[config.mk]
export PLATFORM = sky130hd
export DESIGN_NAME = booth_divider_seq
export DESIGN_NICKNAME = d
export VERILOG_FILES = /design/src/rtl/booth_div_pkg.sv /design/src/rtl/booth_div_step.sv /design/src/rtl/booth_divider_seq.sv
export SDC_FILE = /design/constraint.sdc
export NUM_CORES = 1
export LEC_CHECK = 0
export ABC_AREA = 0
export CORE_MARGIN = 10
export CORE_UTILIZATION = 56
export DETAILED_ROUTE_END_ITERATION = 7
export DONT_BUFFER_PORTS = 1
export GPL_TIMING_DRIVEN = 0
export PLACE_DENSITY_LB_ADDON = 0.25
export SETUP_SLACK_MARGIN = 0.02
export SLEW_MARGIN = 25
export SYNTH_ARGS = -nofsm -noshare
export SYNTH_HDL_FRONTEND = slang
export SYNTH_SLANG_ARGS = --single-unit
[constraint.sdc]
create_clock -name clk -period 5.5 [get_ports clk]
set_clock_uncertainty 0.1 [all_clocks]
set_input_delay 0.825 -clock clk [delete_from_list [all_inputs] [get_ports clk]]
set_output_delay 0.825 -clock clk [all_outputs]
set_load 0.02 [all_outputs]
[src/rtl/booth_div_pkg.sv]
// Shared types and constants for the sequential booth divider.
// The default width matches the companion booth multiplier.
package booth_div_pkg;

  localparam int unsigned DefaultWidth = 9;

  typedef enum logic [1:0] {
    StIdle,
    StIter,
    StSign,
    StDone
  } div_state_e;

  // Counter width able to hold 2*width iteration indices.
  function automatic int unsigned cnt_width(input int unsigned w);
    return $clog2(2 * w + 1);
  endfunction

endpackage

[src/rtl/booth_div_step.sv]
// One restoring-division iteration: shift in the next dividend bit and
// subtract the divisor magnitude when it fits.
module booth_div_step
  import booth_div_pkg::*;
#(
  parameter int unsigned width = DefaultWidth
) (
  input  logic [width:0] part_rem,
  input  logic           next_bit,
  input  logic [width:0] dvs_mag,
  output logic [width:0] new_rem,
  output logic           q_bit
);

  logic [width+1:0] shifted;

  assign shifted = {part_rem, next_bit};
  assign q_bit   = (shifted >= {1'b0, dvs_mag});
  // When q_bit is set the difference is below dvs_mag, so width+1 bits suffice.
  assign new_rem = q_bit ? (shifted[width:0] - dvs_mag) : shifted[width:0];

endmodule

[src/rtl/booth_divider_seq.sv]
// Sequential signed restoring divider: 2*width-bit dividend by width-bit divisor.
// Optional DIV_ZERO_BYPASS_EN: a zero dividend completes in one cycle.
module booth_divider_seq
  import booth_div_pkg::*;
#(
  parameter int unsigned width = DefaultWidth
) (
  input  logic                 clk,
  input  logic                 rst_n,
  input  logic                 in_valid,
  output logic                 in_ready,
  input  logic [2*width-1:0]   dividend,
  input  logic [width-1:0]     divisor,
  output logic                 out_valid,
  input  logic                 out_ready,
  output logic [width-1:0]     quotient,
  output logic [width-1:0]     remainder,
  output logic                 ovf,
  output logic                 div0
);

  localparam int unsigned CntW = cnt_width(width);
  localparam logic [CntW-1:0] LastCnt = CntW'(2 * width - 1);
  localparam logic [2*width-1:0] QLim = {{width{1'b0}}, 1'b1, {(width - 1){1'b0}}};

  div_state_e           state_q, state_d;
  logic [CntW-1:0]      cnt_q, cnt_d;
  logic [2*width-1:0]   dq_q, dq_d;
  logic [width:0]       rem_q, rem_d;
  logic [width:0]       dvs_q, dvs_d;
  logic                 qneg_q, qneg_d;
  logic                 rneg_q, rneg_d;
  logic [width-1:0]     quotient_q, quotient_d;
  logic [width-1:0]     remainder_q, remainder_d;
  logic                 ovf_q, ovf_d;
  logic                 div0_q, div0_d;

  logic [2*width-1:0]   dvd_mag;
  logic [width:0]       dvs_ext;
  logic [width:0]       dvs_mag;
  logic [width:0]       step_rem;
  logic                 step_bit;

  assign dvd_mag = dividend[2*width-1] ? (~dividend + 1'b1) : dividend;
  assign dvs_ext = {divisor[width-1], divisor};
  assign dvs_mag = divisor[width-1] ? (~dvs_ext + 1'b1) : dvs_ext;

  // dq_q shifts dividend bits out the top and quotient bits in the bottom.
  booth_div_step #(
    .width(width)
  ) u_step (
    .part_rem(rem_q),
    .next_bit(dq_q[2*width-1]),
    .dvs_mag (dvs_q),
    .new_rem (step_rem),
    .q_bit   (step_bit)
  );

  always_comb begin
    state_d     = state_q;
    cnt_d       = cnt_q;
    dq_d        = dq_q;
    rem_d       = rem_q;
    dvs_d       = dvs_q;
    qneg_d      = qneg_q;
    rneg_d      = rneg_q;
    quotient_d  = quotient_q;
    remainder_d = remainder_q;
    ovf_d       = ovf_q;
    div0_d      = div0_q;
    unique case (state_q)
      StIdle: begin
        if (in_valid) begin
          qneg_d = dividend[2*width-1] ^ divisor[width-1];
          rneg_d = dividend[2*width-1];
          dq_d   = dvd_mag;
          dvs_d  = dvs_mag;
          rem_d  = '0;
          cnt_d  = '0;
          ovf_d  = 1'b0;
          div0_d = 1'b0;
          if (divisor == '0) begin
            quotient_d  = '1;
            remainder_d = dividend[width-1:0];
            div0_d      = 1'b1;
            state_d     = StDone;
          end
`ifdef DIV_ZERO_BYPASS_EN
          else if (dividend == '0) begin
            quotient_d  = '0;
            remainder_d = '0;
            state_d     = StDone;
          end
`endif
          else begin
            state_d = StIter;
          end
        end
      end
      StIter: begin
        rem_d = step_rem;
        dq_d  = {dq_q[2*width-2:0], step_bit};
        cnt_d = cnt_q + 1'b1;
        if (cnt_q == LastCnt) state_d = StSign;
      end
      StSign: begin
        quotient_d  = qneg_q ? (~dq_q[width-1:0] + 1'b1) : dq_q[width-1:0];
        remainder_d = rneg_q ? (~rem_q[width-1:0] + 1'b1) : rem_q[width-1:0];
        // Negative results may reach -2^(width-1); positive ones stop one short.
        ovf_d       = qneg_q ? (dq_q > QLim) : (dq_q >= QLim);
        state_d     = StDone;
      end
      StDone: begin
        if (out_ready) state_d = StIdle;
      end
      default: state_d = StIdle;
    endcase
  end

  always_ff @(posedge clk or negedge rst_n) begin
    if (!rst_n) begin
      state_q     <= StIdle;
      cnt_q       <= '0;
      dq_q        <= '0;
      rem_q       <= '0;
      dvs_q       <= '0;
      qneg_q      <= 1'b0;
      rneg_q      <= 1'b0;
      quotient_q  <= '0;
      remainder_q <= '0;
      ovf_q       <= 1'b0;
      div0_q      <= 1'b0;
    end else begin
      state_q     <= state_d;
      cnt_q       <= cnt_d;
      dq_q        <= dq_d;
      rem_q       <= rem_d;
      dvs_q       <= dvs_d;
      qneg_q      <= qneg_d;
      rneg_q      <= rneg_d;
      quotient_q  <= quotient_d;
      remainder_q <= remainder_d;
      ovf_q       <= ovf_d;
      div0_q      <= div0_d;
    end
  end

  assign in_ready  = (state_q == StIdle);
  assign out_valid = (state_q == StDone);
  assign quotient  = quotient_q;
  assign remainder = remainder_q;
  assign ovf       = ovf_q;
  assign div0      = div0_q;

endmodule
==> flow_summary.ini <==
[status]
status = complete, no violations

[layout]
diodes = 0
fin_nets = 549
area_growth_pct = 8.19
final_cell_mix = dfrtp_1 (67), o21ai_0 (49), nor2_1 (48), nand2_1 (44), a21oi_1 (35)
drive_gt1_frac = 0.0777
fillCellCount = 614
fin_util = 0.631
final_common_cell = dfrtp_1
fin_cells = 601

[sta]
setup_tns_ns = 0
worst_hold_slack_ns = 0.0550
worstMarginPinSlew_ns = 0.693
period_needed_ns = 2.68
relSlewSlack = 0.536
max_freq_mhz = 373
setup_viol = 0
finalCritPeriodShare = 0.488
hold_viol_final = 0
rsz0062_at_grt = false
finalMaxSlewViolations = 0

[route]
first_pass_iters = 5
wl_per_cell_um = 17.2
ant_nets = 0
viasPerCell = 5.96
route.vias.total = 3584
drt_wl_total_um = 10300
drtIter0Drc = 198
drc = 0

[pwr]
switchingPower_uw = 1360
internal_power_uw = 1610
p_comb_frac = 0.514
p_total_uw = 2970
peakVddDrop_v = 0.000310
leakagePower_uw = 0.00197
pwr-share-seq = 0.328
switching_share = 0.458
p_clk_frac = 0.158
power.density_nw_per_um2 = 641

[synth]
yosysUniqueCellTypes = 53
ys.warnings.count = 0
syn_area_per_cell_um2 = 8.80
syn_nets = 538
netlist_area_um2 = 4280
synth_edf_count = 0
ys_async_sr_fraction = 1.00
ys.flop_type = dfrtp_1
yosysTopAreaCell = dfrtp_1
ys_seq_area_frac = 0.392
ys_ff_latch = 67
synth_cells = 486
synthTopCellsByArea = dfrtp_1 (39%), ha_1 (5.9%), o21ai_0 (5.7%), xor2_1 (5.7%), nor2_1 (4.2%)
synth.top_cell.area_share = 0.392

[grt]
grt_pass1_vias = 3533
grt_start_max_net_pins = 68
gr-usage-met1 = 0.237
grt_util_all_layers = 0.184
busiest_layer = met2
antenna_found_initial = 0
grt_pass1_wl_um = 17300
overflow = 0
grt_use_met2 = 0.286
gr-usage-met3 = 0.0491

[clock_tree]
numCtsBuffers = 9
clock_path_buffers = 2
insertion_delay_ns = 0.35
clock-sinks = 67
htreeDepth = 3
post_cts_buffers = 0
cts_resized = 0
path_clk_slew_ns = 0.08
clockRootBuffer = clkbuf_8
cts_tree = yes
cts_hold_buffers = 0

[worst_setup_path]
critical_path_required_ns = 5.62
path_max_fanout = 10
crit_path_start_kind = flop
worstSetupPathType = flop to flop
cp-end-kind = flop
cp.arrival_ns = 2.80
cp_cell_sequence = ha_1, o211ai_1, a21oi_1, o2111ai_1, a41oi_1, buf_2, mux2i_1, o21ai_0
rr_startpoint = rem_q[2]
slowest_delay_ns = 0.46
path_delay_family = compound AO/OA/AOI/OAI gates
cp_num_buf_inv = 1
cp-startpoint = rem_q[2]
cp_slowest_cell = dfrtp_1

[floorplan]
start_util = 0.583
die_area_um2 = 11500
die_w_um = 107
io_pins = 53
row_count = 31
fp.dieH_um = 107
core_area_um2 = 7330

[placed_design]
dp_hpwl_um = 7830
gp_congestion = 0.872
dp_cells = 585
port_buffers = 0

[hold_path]
min_path_type = input port to asynchronous set/reset pin

[flow_run]
maxCapViolations = 0
==> synthesized netlist by cell type (all sizes together), types with 2 or more instances <==
| cell | count |
|---|---|
| nand2 | 44 |
| xnor2 | 15 |
| o211ai | 2 |
| o31ai | 9 |
| buf | 7 |
| dfrtp | 67 |
| o21a | 2 |
| a32o | 2 |
| nor2b | 4 |
| mux2 | 9 |
| xor2 | 28 |
| mux2i | 13 |
| ha | 20 |
| a31oi | 12 |
| a21boi | 2 |
| o21ai | 50 |
| or4 | 3 |
| o22ai | 3 |
| nor3 | 7 |
| inv | 28 |
| o41ai | 5 |
| a21oi | 35 |
| a211oi | 4 |
| nand4 | 7 |
| clkbuf | 16 |
| nor2 | 48 |
| or3 | 12 |
| nand2b | 11 |
| and2 | 3 |
| nand3 | 3 |
==> final cells by class <==
| type | instances | area (µm²) | area share |
|---|---|---|---|
| plain buffers | 23 | 98.8 | 0.0214 |
| clock inverters | 6 | 88.8 | 0.0192 |
| well taps | 99 | 124 | 0.0268 |
| clock buffers | 10 | 138 | 0.0297 |
| flip-flops and latches | 67 | 1680 | 0.362 |
| inverters | 28 | 105 | 0.0227 |
| multi-input cells | 368 | 2400 | 0.518 |
==> worst register-to-register path, cell delays in order, from the launching register on <==
cell and delay (ns):
dfrtp_1 0.46, ha_1 0.39, o211ai_1 0.11, a21oi_1 0.22
o2111ai_1 0.23, a41oi_1 0.41, buf_2 0.34, mux2i_1 0.21
o21ai_0 0.09
==> per-stage QoR <==
step | instance area, µm² | setup slack (ns)
after global placement | 4400 | 2.55
final | 4630 | 2.82
after floorplan | 4280 | 2.75
after detailed placement | 4400 | 2.53
after CTS | 4630 | 2.84
after global routing | 4630 | 2.62
==> cell families after synthesis <==
group / count (synthesis) / share of synthesized area
flops: 67 / 0.392
simple gates: 148 / 0.165
fa+ha+maj: 21 / 0.0632
buf+inv: 51 / 0.0477
compound gates: 134 / 0.190
xor+xnor: 43 / 0.0881
mux: 22 / 0.0541
==> metal layers <==
metal,up-vias,part of all wire,wire (µm)
li1,1734,-,-
met1,1708,0.44,4590
met2,130,0.45,4640
met3,12,0.092,950
met4,0,0.015,150
met5,-,0,0
==> registers in the layout, indices dropped and copies added (netlist names) <==
name,flops
cnt_q,5
div0,1
dq_q,18
dvs_q,10
ovf,1
qneg_q,1
quotient,9
rem_q,10
remainder,9
rneg_q,1
state_q,2
==> path summary, 6_finish.rpt <==
| kind | slack (ns) | endpoint | depth (start not counted) |
|---|---|---|---|
| max reg2reg | 2.82 | rem_q[4] | 8 |
| min reg2reg | 0.38 | dvs_q[4] | 2 |
| max in group asynchronous | 5.12 | quotient[8] | 0 |
| max | 2.82 | rem_q[4] | 8 |
| min in group clk | 0.38 | dvs_q[4] | 2 |
| min | 0.06 | quotient[4] | 0 |
==> power groups by stage <==
stage / logic, µW / clock network [µW] / registers [µW]
6_report: 1520 / 468 / 973
5_1_grt: 1730 / 495 / 1010
4_1_cts: 1520 / 472 / 975
3_5_place_dp: 1510 / 0 / 984
3_3_place_gp: 1470 / 0 / 975
2_1_floorplan: 1210 / 0 / 922
Note: power is estimated with default switching activity, not from simulation.
